**config.mk**
```make
export PLATFORM = sky130hd
export DESIGN_NAME = led_result_stream_tx_flat
export DESIGN_NICKNAME = d
export VERILOG_FILES = /design/src/rtl/led_result_stream_tx_if.sv /design/src/rtl/led_result_stream_tx.sv /design/src/flat_wrapper.sv
export SDC_FILE = /design/constraint.sdc
export NUM_CORES = 1
export LEC_CHECK = 0
export ABC_AREA = 1
export BUFFER_PORTS_ARGS = -buffer_cell sky130_fd_sc_hd__buf_2
export CAP_MARGIN = 20
export CORE_MARGIN = 1
export CORE_UTILIZATION = 45
export CTS_BUF_LIST = sky130_fd_sc_hd__clkbuf_4 sky130_fd_sc_hd__clkbuf_8
export CTS_CLUSTER_SIZE = 16
export DETAILED_ROUTE_END_ITERATION = 16
export SYNTH_ARGS = -nofsm -noshare
export SYNTH_HDL_FRONTEND = slang
export SYNTH_SLANG_ARGS = --single-unit
```
**constraint.sdc**
```tcl
create_clock -name ACLK -period 4.05 [get_ports ACLK]
set_clock_uncertainty 0.1 [all_clocks]
set_input_delay 0.2025 -clock ACLK [delete_from_list [all_inputs] [get_ports ACLK]]
set_output_delay 0.2025 -clock ACLK [all_outputs]
set_load 0.02 [all_outputs]
```
**src/rtl/led_result_stream_tx_if.sv**
```systemverilog
// rtl/led_result_stream_tx_if.sv - AXI4-Stream bundle for the LED result transmitter
//
// Purpose: groups the stream handshake/data signals so the transmitter and its
// sink share one port.
// Signals:
//   TVALID  word valid (master -> slave)
//   TDATA   32-bit data word (master -> slave)
//   TSTRB   byte strobes, always all-ones (master -> slave)
//   TLAST   last word of a frame packet (master -> slave)
//   TREADY  sink ready (slave -> master)
// Modports: master (transmitter side), slave (sink side).

interface led_result_stream_tx_if;
  logic        TVALID;
  logic [31:0] TDATA;
  logic [3:0]  TSTRB;
  logic        TLAST;
  logic        TREADY;

  modport master (
    output TVALID,
    output TDATA,
    output TSTRB,
    output TLAST,
    input  TREADY
  );

  modport slave (
    input  TVALID,
    input  TDATA,
    input  TSTRB,
    input  TLAST,
    output TREADY
  );
endinterface

```
**src/rtl/led_result_stream_tx.sv**
```systemverilog
// rtl/led_result_stream_tx.sv - per-frame LED detection results to an AXI4-Stream sink
//
// Purpose: buffers detection hits and frame-end pulses from the led_detect
// pixel core in a result FIFO and streams them out, one packet per frame,
// with TLAST on the word that closes the frame.
// Optional feature macro: LED_TX_FRAME_HDR_EN -- when defined, every packet
// starts with a header word {8'hA5, frame_cnt[23:0]}.
// Ports:
//   ACLK, ARESET      clock, asynchronous active-high reset
//   det_valid         one-cycle hit strobe with det_x / det_y
//   frame_end         one-cycle strobe, frame finished
//   clear_stats       synchronous clear of drop_cnt / overflow
//   M_AXIS            stream master (TVALID/TDATA/TSTRB/TLAST/TREADY)
//   fifo_level        result entries held, including the one presented on M_AXIS
//   drop_cnt          saturating count of dropped hits
//   overflow          sticky, set by the first dropped hit

module led_result_stream_tx #(
  parameter int          FIFO_DEPTH = 16,
  parameter int          COORD_W    = 16,
  parameter logic [31:0] EOF_MARKER = 32'hFFFF_FFFF
) (
  input  logic                          ACLK,
  input  logic                          ARESET,
  input  logic                          det_valid,
  input  logic [COORD_W-1:0]            det_x,
  input  logic [COORD_W-1:0]            det_y,
  input  logic                          frame_end,
  input  logic                          clear_stats,
  led_result_stream_tx_if.master        M_AXIS,
  output logic [$clog2(FIFO_DEPTH):0]   fifo_level,
  output logic [15:0]                   drop_cnt,
  output logic                          overflow
);

  localparam int AW = $clog2(FIFO_DEPTH);
  localparam int LW = AW + 1;
  localparam logic [LW-1:0] FULL_LEVEL = LW'(FIFO_DEPTH);

`ifdef LED_TX_FRAME_HDR_EN
  typedef enum logic [1:0] {IDLE, HDR, DATA} state_t;
`else
  typedef enum logic [1:0] {IDLE, DATA} state_t;
`endif

  state_t state, stateNext;

  // Entry layout: {last, data[31:0]}
  logic [32:0]   mem [FIFO_DEPTH];
  logic [AW-1:0] wrPtr, rdPtr;
  logic [LW-1:0] memCount;
  logic          eofPend, eofPendNext;

  logic        outValid, outLast, outIsEntry;
  logic [31:0] outData;

`ifdef LED_TX_FRAME_HDR_EN
  logic [23:0] frameCnt;
`endif

  logic        outAccept, canLoad, entryFree, spaceOk, memEmpty;
  logic        pushNow, dropHit, memWrite, loadEntry, loadFromMem;
  logic        entryState, loadOut, loadIsEntry;
  logic [32:0] pushWord, loadWord;
  logic [31:0] hitWord;

  assign hitWord   = {16'(det_y), 16'(det_x)};
  assign memEmpty  = (memCount == '0);
  assign outAccept = outValid && M_AXIS.TREADY;
  assign canLoad   = !outValid || M_AXIS.TREADY;
  // The word on the output counts toward the FIFO depth, so accepting it frees a slot.
  assign entryFree = outAccept && outIsEntry;
  assign spaceOk   = (fifo_level != FULL_LEVEL) || entryFree;

  // Push / drop decision. A pending frame end owns the first free slot.
  always_comb begin
    pushNow     = 1'b0;
    pushWord    = '0;
    dropHit     = 1'b0;
    eofPendNext = eofPend;
    if (eofPend) begin
      dropHit = det_valid;
      if (spaceOk) begin
        pushNow     = 1'b1;
        pushWord    = {1'b1, EOF_MARKER};
        eofPendNext = frame_end;
      end
    end else if (det_valid || frame_end) begin
      if (spaceOk) begin
        pushNow  = 1'b1;
        pushWord = det_valid ? {frame_end, hitWord} : {1'b1, EOF_MARKER};
      end else begin
        dropHit     = det_valid;
        eofPendNext = frame_end;
      end
    end
  end

  // Entries may enter the output stage only while no TLAST word is still waiting,
  // so the next packet (and its header) starts after the previous one completes.
`ifdef LED_TX_FRAME_HDR_EN
  assign entryState = (state == DATA) && !(outValid && outLast);
`else
  assign entryState = (state == IDLE) || ((state == DATA) && !(outValid && outLast));
`endif

  assign loadEntry   = canLoad && entryState && (!memEmpty || pushNow);
  assign loadFromMem = loadEntry && !memEmpty;
  // With nothing stored, an incoming entry goes straight to the output stage.
  assign memWrite    = pushNow && !(loadEntry && memEmpty);

  always_comb begin
    stateNext   = state;
    loadOut     = 1'b0;
    loadIsEntry = 1'b0;
    loadWord    = '0;
    if (loadEntry) begin
      loadOut     = 1'b1;
      loadIsEntry = 1'b1;
      loadWord    = memEmpty ? pushWord : mem[rdPtr];
    end
    case (state)
      IDLE: begin
`ifdef LED_TX_FRAME_HDR_EN
        if (!memEmpty) stateNext = HDR;
`else
        if (loadEntry) stateNext = DATA;
`endif
      end
`ifdef LED_TX_FRAME_HDR_EN
      HDR: begin
        if (canLoad) begin
          loadOut   = 1'b1;
          loadWord  = {1'b0, 8'hA5, frameCnt};
          stateNext = DATA;
        end
      end
`endif
      DATA: begin
        if (outAccept && outLast) stateNext = IDLE;
      end
      default: stateNext = IDLE;
    endcase
  end

  always_ff @(posedge ACLK) begin
    if (memWrite) mem[wrPtr] <= pushWord;
  end

  always_ff @(posedge ACLK or posedge ARESET) begin
    if (ARESET) begin
      state      <= IDLE;
      wrPtr      <= '0;
      rdPtr      <= '0;
      memCount   <= '0;
      fifo_level <= '0;
      eofPend    <= 1'b0;
      outValid   <= 1'b0;
      outData    <= '0;
      outLast    <= 1'b0;
      outIsEntry <= 1'b0;
      drop_cnt   <= '0;
      overflow   <= 1'b0;
`ifdef LED_TX_FRAME_HDR_EN
      frameCnt   <= '0;
`endif
    end else begin
      state      <= stateNext;
      eofPend    <= eofPendNext;
      if (memWrite)    wrPtr <= wrPtr + AW'(1);
      if (loadFromMem) rdPtr <= rdPtr + AW'(1);
      memCount   <= memCount + LW'(memWrite) - LW'(loadFromMem);
      fifo_level <= fifo_level + LW'(pushNow) - LW'(entryFree);

      if (loadOut) begin
        outValid   <= 1'b1;
        outData    <= loadWord[31:0];
        outLast    <= loadWord[32];
        outIsEntry <= loadIsEntry;
      end else if (outAccept) begin
        outValid   <= 1'b0;
        outIsEntry <= 1'b0;
      end

      if (clear_stats) begin
        drop_cnt <= '0;
        overflow <= 1'b0;
      end else if (dropHit) begin
        overflow <= 1'b1;
        if (drop_cnt != 16'hFFFF) drop_cnt <= drop_cnt + 16'd1;
      end

`ifdef LED_TX_FRAME_HDR_EN
      if (outAccept && outLast) frameCnt <= frameCnt + 24'd1;
`endif
    end
  end

  assign M_AXIS.TVALID = outValid;
  assign M_AXIS.TDATA  = outData;
  assign M_AXIS.TLAST  = outLast;
  assign M_AXIS.TSTRB  = 4'b1111;

endmodule

```
**src/flat_wrapper.sv**
```systemverilog
// flat-port wrapper written by rule: the top's interface ports become plain ports
module led_result_stream_tx_flat 
#(
  parameter int          FIFO_DEPTH = 16,
  parameter int          COORD_W    = 16,
  parameter logic [31:0] EOF_MARKER = 32'hFFFF_FFFF
)
  (ACLK, ARESET, det_valid, det_x, det_y, frame_end, clear_stats, fifo_level, drop_cnt, overflow, M_AXIS_TVALID, M_AXIS_TDATA, M_AXIS_TSTRB, M_AXIS_TLAST, M_AXIS_TREADY);
  led_result_stream_tx_if M_AXIS_i ();
  input  logic ACLK;
  input  logic ARESET;
  input  logic det_valid;
  input  logic [COORD_W-1:0] det_x;
  input  logic [COORD_W-1:0] det_y;
  input  logic frame_end;
  input  logic clear_stats;
  output logic [$clog2(FIFO_DEPTH):0] fifo_level;
  output logic [15:0] drop_cnt;
  output logic overflow;
  output wire logic [$bits(M_AXIS_i.TVALID)-1:0] M_AXIS_TVALID;
  output wire logic [$bits(M_AXIS_i.TDATA)-1:0] M_AXIS_TDATA;
  output wire logic [$bits(M_AXIS_i.TSTRB)-1:0] M_AXIS_TSTRB;
  output wire logic [$bits(M_AXIS_i.TLAST)-1:0] M_AXIS_TLAST;
  input wire logic [$bits(M_AXIS_i.TREADY)-1:0] M_AXIS_TREADY;
  assign M_AXIS_TVALID = M_AXIS_i.TVALID;
  assign M_AXIS_TDATA = M_AXIS_i.TDATA;
  assign M_AXIS_TSTRB = M_AXIS_i.TSTRB;
  assign M_AXIS_TLAST = M_AXIS_i.TLAST;
  assign M_AXIS_i.TREADY = M_AXIS_TREADY;
  led_result_stream_tx #(.FIFO_DEPTH(FIFO_DEPTH), .COORD_W(COORD_W), .EOF_MARKER(EOF_MARKER)) u_core (.ACLK(ACLK), .ARESET(ARESET), .det_valid(det_valid), .det_x(det_x), .det_y(det_y), .frame_end(frame_end), .clear_stats(clear_stats), .M_AXIS(M_AXIS_i), .fifo_level(fifo_level), .drop_cnt(drop_cnt), .overflow(overflow));
endmodule
```
==> impl_metrics.yaml, run 1 <==
routing:
  wl_per_cell_um: 20.6
  num_vias: 17400
  avgViaCountPerCell: 5.42
  wirelength_um: 66400
  firstDrtPassIters: 5
  drcViolationCount: 0
  ant_nets: 0
  drtIter0Drc: 1555
sta:
  fin_crit_ps: 3160
  slew_headroom_pct: 24.6
  setup_viol: 0
  fin_crit_sh_pct: 78.0
  fin_tns_setup_ps: 0
  worstMarginPinSlew_ps: 1130
  setup_ws_ps: 890
  drv_slew: 0
  grt_setup_unrepaired: "false"
  max_freq_mhz: 316
  hold_viol: 0
floorplanning:
  die_x_um: 238
  ios: 98
  core_mm2: 0.0550
  die_h_um: 238
  die_area_mm2: 0.0565
  initial_utilization_pct: 45.5
  row_count: 86
pwr:
  ir_drop_uv: 493
  power_density_mw_per_mm2: 744
  p_leak_nw: 11.0
clocking:
  cts_resized: 0
  cts_htree_levels: 3
  cts-root-buf: "clkbuf_8"
  cts_setup_buffers: 0
  cts_max_path_buffers: 3
  cts_tree: "yes"
  cts-buffers-inserted: 98
  clock_latency_ps: 700
  clk_pin_slew_ps: 60
  clock_sinks: 599
critical_path:
  crit_type: "flip-flop to flip-flop"
  slowest_delay_ps: 450
  cp-start-kind: "flip-flop"
  cp_cell_sequence: "inv_1 -> ha_1 -> nand2_1 -> inv_1 -> nand3_2 -> nand2_2 -> nand2_1 -> o21ai_2 -> buf_4 -> nor2_1 -> nand2_1 -> nor2_4 -> buf_12"
  endpoint_kind: "flip-flop"
  slowest_stage: "nor2_4"
  path_common_cell: "nand2_1"
  worst_ep_required_time_ps: 4330
  cp_top_family: "simple AND/OR/NAND/NOR gates"
  crit_fanout: 20
  crit_arrival_ps: 3430
  cp_num_buf_inv: 4
placed_design:
  dp.cells: 2997
  hpwlAfterDp_um: 38000
  dp_slack_ps: 877
  place.gp.congestion: 0.816
  portBuffers: 93
synth:
  synth.avg_cell_area_um2: 11.3
  syn_area_mm2: 0.0250
  synth_cell_types: 32
  synthTopCellsByArea: "edfxtp_1 63%, nand3_1 12%, nand2_1 9.6%"
  yosys_warnings: 0
  ys_seq_area_share_pct: 70.5
  synth.largest_area_cell: "edfxtp_1"
  async_flop_share_pct: 11.9
  synth_seq_cells: 599
  synth_cells: 2213
  synth-main-ff-cell: "edfxtp_1"
  synth_edf_count: 528
  synth_top_area_share_pct: 63.4
global_routing:
  grt_usage_pct: 23.9
  grt_pass1_vias: 17200
  antenna_found_initial: 2
  gr-total-overflow: 0
  grt_max_degree: 129
  grt_first_pass_wirelength_um: 102000
cells_and_area:
  fin_nets: 2442
  drive_gt1_share_pct: 15.5
  n_fill_cell: 4768
  finalNonFillerCells: 3218
  area_growth_pct: 16.0
job:
  drv_cap: 0
hold_path:
  holdCritPathClass: "input pin to flip-flop"
outcome:
  status: "completed"
==> per-stage QoR <==
stage	area [um2]	hold slack, ps	utilization [%]	power, mW
2_1_floorplan	25000	210	-	13.5
3_3_place_gp	26600	262	48.4	16.1
3_5_place_dp	26600	273	48.4	16.3
4_1_cts	29000	3.69	52.7	21.7
5_1_grt	29000	68.2	52.8	22.8
6_report	29000	51.2	52.8	21.6
==> state kept, by name, summed over array words and instances (netlist names) <==
register / flops
u_core.state: 1
u_core.overflow: 1
u_core.M_AXIS.TLAST: 1
u_core.rdPtr: 4
u_core.mem: 528
u_core.drop_cnt: 16
u_core.wrPtr: 4
u_core.eofPend: 1
u_core.fifo_level: 5
u_core.M_AXIS.TDATA: 32
u_core.M_AXIS.TVALID: 1
u_core.memCount: 5
==> power by group <==
group          total (mW)  internal (mW)  switching (mW)  leakage (nW)
sequential           8.45           8.06           0.396          5.64
clock                5.46           3.01            2.44          1.10
combinational        7.68           2.18            5.50          4.25
total                21.6           13.3            8.34          11.0
==> cells in the final DEF, fill, tap and decap left out, types with 18 or more instances in the layout <==
cell / instances
clkbuf_4: 41
dfrtp_1: 67
buf_4: 78
clkinv_1: 20
o21ai_0: 33
nand2_1: 637
inv_1: 52
a21oi_1: 24
ha_1: 18
nor2_1: 46
nand3_1: 592
dlygate4sd3_1: 31
edfxtp_1: 528
buf_2: 93
clkbuf_8: 113
==> worst register-to-register path, stage by stage, from the launching register on <==
cell and delay (ps):
dfrtp_1 360, inv_1 70, ha_1 190, nand2_1 60, inv_1 50, nand3_2 150
nand2_2 310, nand2_1 220, o21ai_2 90, buf_4 230, nor2_1 140, nand2_1 160
nor2_4 450, buf_12 260
==> final timing paths <==
path | from | to | slack [ps] | cells after the start
min in group asynchronous | ARESET | u_core.M_AXIS.TDATA[0] | 80 | 3
min reg2reg | u_core.M_AXIS.TDATA[20] | u_core.M_AXIS.TDATA[20] | 390 | 2
max | u_core.fifo_level[2] | u_core.mem[11][24] | 890 | 13
max reg2reg | u_core.fifo_level[2] | u_core.mem[11][24] | 890 | 13
max in group asynchronous | ARESET | u_core.rdPtr[3] | 2670 | 4
min | det_y[7] | u_core.mem[0][23] | 50 | 4
==> cell type report <==
class | instances | area, um2 | area share [%]
clock buffer | 154 | 1860 | 6.42
multi-input combinational | 1415 | 6610 | 22.8
inverter | 60 | 234 | 0.806
sequential | 599 | 17600 | 60.8
tap | 748 | 936 | 3.23
timing repair buffer | 210 | 1520 | 5.24
clock inverter | 31 | 209 | 0.720
antenna | 1 | 2.50 | 0.00862
==> Yosys cell counts (2+ instances only) <==
master / instances
o21ai_0: 33
xnor2_1: 3
clkinv_1: 2
nand2_1: 637
fa_1: 2
buf_1: 15
clkbuf_1: 49
o21bai_1: 4
edfxtp_1: 528
buf_2: 68
ha_1: 18
nor2_1: 51
xor2_1: 17
nand4_1: 5
nor3_1: 13
buf_4: 9
a21oi_1: 24
dfrtp_1: 71
nand2_2: 4
nand3_1: 592
inv_1: 55
inv_2: 3
==> cells by family (layout without fill, tap and decap cells) <==
kind of cell / count (synthesis) / in the layout / share of synthesized area [%]
and+or+nand+nor: 1308 / 1308 / 22.8
DFF: 599 / 599 / 70.5
buffers and inverters: 202 / 455 / 3.54
AOI/OAI and AO/OA: 63 / 63 / 1.36
adders and majority gates: 20 / 20 / 1.06
xor gates and xnor gates: 20 / 20 / 0.700
other: 1 / 5 / 0.0150
==> per-layer routing <==
layer / share of wire (%) / global-route usage (%) / wire, um / up-vias
li1: - / - / - / 8113
met1: 41 / 31.7 / 27500 / 8565
met2: 49 / 39.4 / 32300 / 629
met3: 6.5 / 3.67 / 4280 / 133
met4: 3.4 / 10.1 / 2270 / 2
met5: 0.020 / 0 / 13 / -
==> repair_timing <==
action                                 in CTS  in global routing
endpoints found under the hold margin     197                  0
hold buffers                               31                  0
setup endpoints to repair                   0                  0
Note: power is estimated with default switching activity, not from simulation.
==> run 2, diff against run 1 <==
- ABC_AREA: 1 -> 0
- clock period: 4.05 -> 2.87 ns (I/O delays scaled with it)
==> impl_metrics.yaml, run 2 <==
sta:
  setup_viol: 0
  drv_slew: 0
  fin_crit_ps: 2750
  hold_viol: 0
  grt_setup_unrepaired: "false"
  worstMarginPinSlew_ps: 1060
  fin_tns_setup_ps: 0
  max_freq_mhz: 364
  fin_crit_sh_pct: 95.7
  hold_ws_ps: 37.4
  slew_headroom_pct: 29.5
  setup_ws_ps: 122
clocking:
  cts_htree_levels: 3
  clock_latency_ps: 690
  cts-buffers-inserted: 97
  clk_pin_slew_ps: 60
  cts_max_path_buffers: 3
  cts_tree: "yes"
  clock_sinks: 599
  cts-root-buf: "clkbuf_8"
routing:
  avgViaCountPerCell: 5.62
  wl_per_cell_um: 24.1
  wirelength_um: 57100
  drtIter0Drc: 1064
  drcViolationCount: 0
  num_vias: 13300
  firstDrtPassIters: 4
  ant_nets: 0
synth:
  synth.largest_area_cell: "edfxtp_1"
  synth.avg_cell_area_um2: 17.8
  synth_seq_cells: 599
  syn_area_mm2: 0.0241
  ys_seq_area_share_pct: 73.2
  yosysMostFrequentCell: "edfxtp_1"
  synthTopCellsByArea: "edfxtp_1 66%, mux4_2 7.6%, dfrtp_1 7.4%"
  yosys_warnings: 0
  async_flop_share_pct: 11.9
  synth_top_cells_by_count: "528 x edfxtp_1, 140 x mux2i_1, 81 x mux4_2, 71 x dfrtp_1, 63 x nor2_1"
  synth_cell_types: 47
  synth-main-ff-cell: "edfxtp_1"
  synth_cells: 1354
  synth_top_area_share_pct: 65.9
  synth_edf_count: 528
outcome:
  status: "completed"
critical_path:
  cp-start-kind: "flip-flop"
  cp_cell_sequence: "ha_2 -> nand4_2 -> or3_4 -> or4b_4 -> xor2_1 -> nor2_1 -> dlygate4sd3_1"
  slowest_stage: "dlygate4sd3_1"
  cp_num_buf_inv: 1
  regToRegSetupSlack_ps: 120
  cp_top_family: "simple AND/OR/NAND/NOR gates"
  rr_startpoint: "u_core.drop_cnt[1]"
  worst-path-stages: 7
  endpoint_kind: "flip-flop"
  rr_worst_depth: 7
  crit_fanout: 5
  slowest_delay_ps: 570
  crit_path_start: "u_core.drop_cnt[1]"
  crit_type: "flip-flop to flip-flop"
  crit_arrival_ps: 3220
  cp-endpoint: "u_core.drop_cnt[12]"
  reg2reg_to: "u_core.drop_cnt[12]"
  worst_ep_required_time_ps: 3340
cells_and_area:
  final_cell_mix: "528 x edfxtp_1, 140 x mux2i_1, 107 x clkbuf_8"
  final_common_cell: "edfxtp_1"
  drive_gt1_share_pct: 28.3
  area_growth_pct: 19.1
  largest_register: "u_core.mem"
  fin_nets: 1660
  finalNonFillerCells: 2373
  largest_reg_flops: 528
pwr:
  clkPwrFrac_pct: 25.8
  power_density_mw_per_mm2: 1030
  p_sw_share_pct: 32.5
  ir_drop_uv: 494
  p_comb_share_pct: 33.1
  seq_power_share_pct: 41.2
  net-switching-power_mw: 9.57
  internal_power_mw: 19.9
  p_leak_nw: 10.3
placed_design:
  dp_slack_ps: 245
  place.gp.congestion: 0.785
  portBuffers: 93
  hpwlAfterDp_um: 32400
  dp.cells: 2138
floorplanning:
  row_count: 84
  initial_utilization_pct: 45.7
  die_h_um: 233
  die_x_um: 233
  core_mm2: 0.0527
  ios: 98
  die_area_mm2: 0.0544
global_routing:
  grt_first_pass_wirelength_um: 85000
  grt_max_degree: 53
  gr-total-overflow: 0
  grt_usage_pct: 21.4
  grt_pass1_vias: 13600
  antenna_found_initial: 1
hold_path:
  holdCritPathClass: "input pin to async pin"
job:
  drv_cap: 0
run 2: changes by cell type after synthesis, sizes merged, moves of 19 or more:
cell    delta
a211oi    +33
a221o     +33
and2      +19
buf       -53
inv       -37
mux2i    +140
mux4      +81
nand2    -605
nand3    -588
o22ai     +32
or3       +20
run 2: per-layer routing:
| metal | share of wire (%) | vias to the layer above | global-route usage, % |
|---|---|---|---|
| li1 | - | 5918 | - |
| met1 | 43 | 6914 | 29.0 |
| met2 | 49 | 412 | 34.9 |
| met3 | 5.6 | 88 | 3.96 |
| met4 | 2.0 | 0 | 7.13 |
| met5 | 0 | - | 0 |
run 2: tightest hold or removal path: stages:
cell and delay [ps]:
dlygate4sd3_1 530, buf_2 130, clkinv_2 530
run 2: timing repair:
action / CTS / global route
buffers inserted: 0 / 2
endpoints found under the hold margin: 294 / 60
endpoints found under the setup margin: 0 / 2
hold buffers: 24 / 13
gates resized for setup: 0 / 3
run 2: how the worst min path moves through the flow:
stage,end,cells after the start,slack [ps],from
2_1_floorplan,u_core.M_AXIS.TVALID,1,150,M_AXIS_TREADY
3_3_place_gp,u_core.memCount[3],2,220,ARESET
3_5_place_dp,u_core.memCount[1],2,220,ARESET
4_1_cts,u_core.memCount[0],3,20,ARESET
5_1_grt,u_core.memCount[0],3,100,ARESET
6_report,u_core.memCount[1],3,40,ARESET
run 2: through the flow:
stage	power, mW	utilization, %	instance area (um2)
finish	29.5	54.4	28700
global route	30.9	54.4	28700
floorplan	18.5	-	24100
global placement	21.9	49.6	26100
CTS	29.7	53.9	28400
detailed placement	22.0	49.6	26100
run 2: final cells by class:
| cell class | instances | area [um2] |
|---|---|---|
| Antenna cell | 1 | 2.50 |
| Clock buffer | 145 | 1760 |
| Clock inverter | 36 | 267 |
| Fill cell | 4142 | 24000 |
| Inverter | 21 | 80.1 |
| Multi-Input combinational cell | 652 | 6040 |
| Sequential cell | 599 | 17600 |
| Tap cell | 688 | 861 |
| Timing Repair Buffer | 231 | 2010 |
run 2: cell families after synthesis:
logic type	count (synthesis)	share of synthesized area, %
DFF	599	73.2
muxes	221	13.4
and+or+nand+nor	219	4.71
AOI/OAI and AO/OA	168	4.85
buffers and inverters	106	1.95
adders and majority gates	21	1.14
xor gates and xnor gates	19	0.691
other	1	0.0156
run 2: power by group through the flow:
stage | Clock, mW | Combinational [mW] | Sequential [mW]
3_5_place_dp | 0 | 9.72 | 12.3
2_1_floorplan | 0 | 6.22 | 12.3
5_1_grt | 8.15 | 10.5 | 12.3
6_report | 7.60 | 9.75 | 12.1
3_3_place_gp | 0 | 9.62 | 12.2
4_1_cts | 7.75 | 9.79 | 12.1
==> run 3, diff against run 2 <==
- CORE_ASPECT_RATIO: default -> 1.4
==> impl_metrics.yaml, run 3 (same netlist as run 2, synthesis figures left out) <==
pwr:
  power_density_mw_per_mm2: 1020
  p_comb_share_pct: 33.5
  p_leak_nw: 10.1
  p_sw_share_pct: 32.8
  internal_power_mw: 19.5
  power.total_mw: 29.0
  seq_power_share_pct: 41.9
  clkPwrFrac_pct: 24.5
  ir_drop_uv: 688
  net-switching-power_mw: 9.50
routing:
  avgViaCountPerCell: 5.55
  firstDrtPassIters: 7
  wl_per_cell_um: 24.2
  ant_nets: 0
  drtIter0Drc: 855
  num_vias: 13200
  wirelength_um: 57400
  drcViolationCount: 0
critical_path:
  slowest_delay_ps: 440
  reg2reg_to: "u_core.memCount[4]"
  regToRegSetupSlack_ps: 230
  cp_top_family: "adder cells"
  rr_worst_depth: 12
  cp_num_buf_inv: 2
  worst_ep_required_time_ps: 3360
  endpoint_kind: "flip-flop"
  rr_startpoint: "u_core.fifo_level[3]"
  cp-start-kind: "flip-flop"
  crit_arrival_ps: 3130
  crit_type: "flip-flop to flip-flop"
  cp_cell_sequence: "inv_1 -> ha_1 -> nand4bb_1 -> o2bb2ai_1 -> a21oi_1 -> buf_4 -> ha_1 -> fa_1 -> a21oi_1 -> nor2_1 -> nor2_1 -> xnor2_1"
  crit_fanout: 6
  slowest_stage: "fa_1"
cells_and_area:
  final_cell_mix: "528 x edfxtp_1, 140 x mux2i_1, 99 x clkbuf_8"
  area_growth_pct: 18.1
  largest_reg_flops: 528
  fin_nets: 1652
  largest_register: "u_core.mem"
  final_common_cell: "edfxtp_1"
  drive_gt1_share_pct: 27.5
sta:
  worstMarginPinSlew_ps: 1080
  setup_viol: 0
  max_freq_mhz: 378
  fin_tns_setup_ps: 0
  hold_viol: 0
  fin_crit_ps: 2640
  grt_setup_unrepaired: "false"
  slew_headroom_pct: 28.2
  fin_crit_sh_pct: 92.1
  drv_slew: 0
global_routing:
  grt_max_degree: 48
  grt_usage_pct: 21.7
  grt_pass1_vias: 13600
  gr-total-overflow: 0
  grt_first_pass_wirelength_um: 85400
  antenna_found_initial: 2
floorplanning:
  die_x_um: 197
  die_h_um: 276
  die_area_mm2: 0.0544
  initial_utilization_pct: 45.8
  core_mm2: 0.0525
  row_count: 99
  ios: 98
clocking:
  clk_pin_slew_ps: 70
  cts_htree_levels: 3
  cts_resized: 0
  clock_sinks: 599
  cts_tree: "yes"
  cts_setup_buffers: 0
  ctsHoldBuffers: 25
  cts-buffers-inserted: 90
  cts-root-buf: "clkbuf_8"
  cts_max_path_buffers: 3
  clock_latency_ps: 670
placed_design:
  place.gp.congestion: 0.744
  hpwlAfterDp_um: 33500
  portBuffers: 93
job:
  drv_cap: 0
hold_path:
  holdCritPathClass: "input pin to async pin"
outcome:
  status: "completed"
[run 3: how the worst max path moves through the flow]
stage	cells after the start	to	start	slack (ps)
final	12	u_core.memCount[4]	u_core.fifo_level[3]	230
after floorplan	14	u_core.memCount[4]	u_core.memCount[3]	50
after global placement	13	u_core.memCount[4]	u_core.memCount[3]	260
after detailed placement	13	u_core.memCount[4]	u_core.memCount[2]	230
after CTS	12	u_core.memCount[4]	u_core.fifo_level[3]	210
after global routing	13	u_core.memCount[4]	u_core.memCount[2]	10
[run 3: power by group through the flow]
stage | Clock (mW) | Sequential (mW) | Combinational [mW]
2_1_floorplan | 0 | 12.3 | 6.22
4_1_cts | 7.28 | 12.2 | 9.82
6_report | 7.11 | 12.1 | 9.71
3_5_place_dp | 0 | 12.3 | 9.76
5_1_grt | 7.64 | 12.3 | 10.5
3_3_place_gp | 0 | 12.3 | 9.62
[run 3: routing by layer]
layer	global-route usage, %	vias up	wire length, um
li1	-	5890	-
met3	3.79	82	2820
met1	26.6	6809	23000
met5	0	-	8
met4	8.55	2	1520
met2	38.2	382	30000
[run 3: tightest hold or removal path, cell delays in order]
cell and delay, ps:
dlygate4sd3_1 530, buf_2 120, clkinv_2 520
[run 3: final cells by class]
cell class,instances,area [um2]
Sequential cell,599,17600
Clock inverter,33,246
Tap cell,707,885
Antenna cell,1,2.50
Timing Repair Buffer,230,1960
Multi-Input combinational cell,652,6020
Fill cell,4194,24100
Inverter,21,80.1
Clock buffer,130,1600
[run 3: stage by stage]
step                      utilization [%]  cell area, um2  setup WS [ps]  std cells  hold slack (ps)
after global placement               49.7           26100            262       2158              193
after detailed placement             49.7           26100            227       2159              207
after CTS                            53.7           28200            206       2347             11.7
after global routing                 54.1           28400           10.9       2373             93.1
after floorplan                         -           24100           54.6       1357              151
final                                54.1           28400            226       2373             36.6
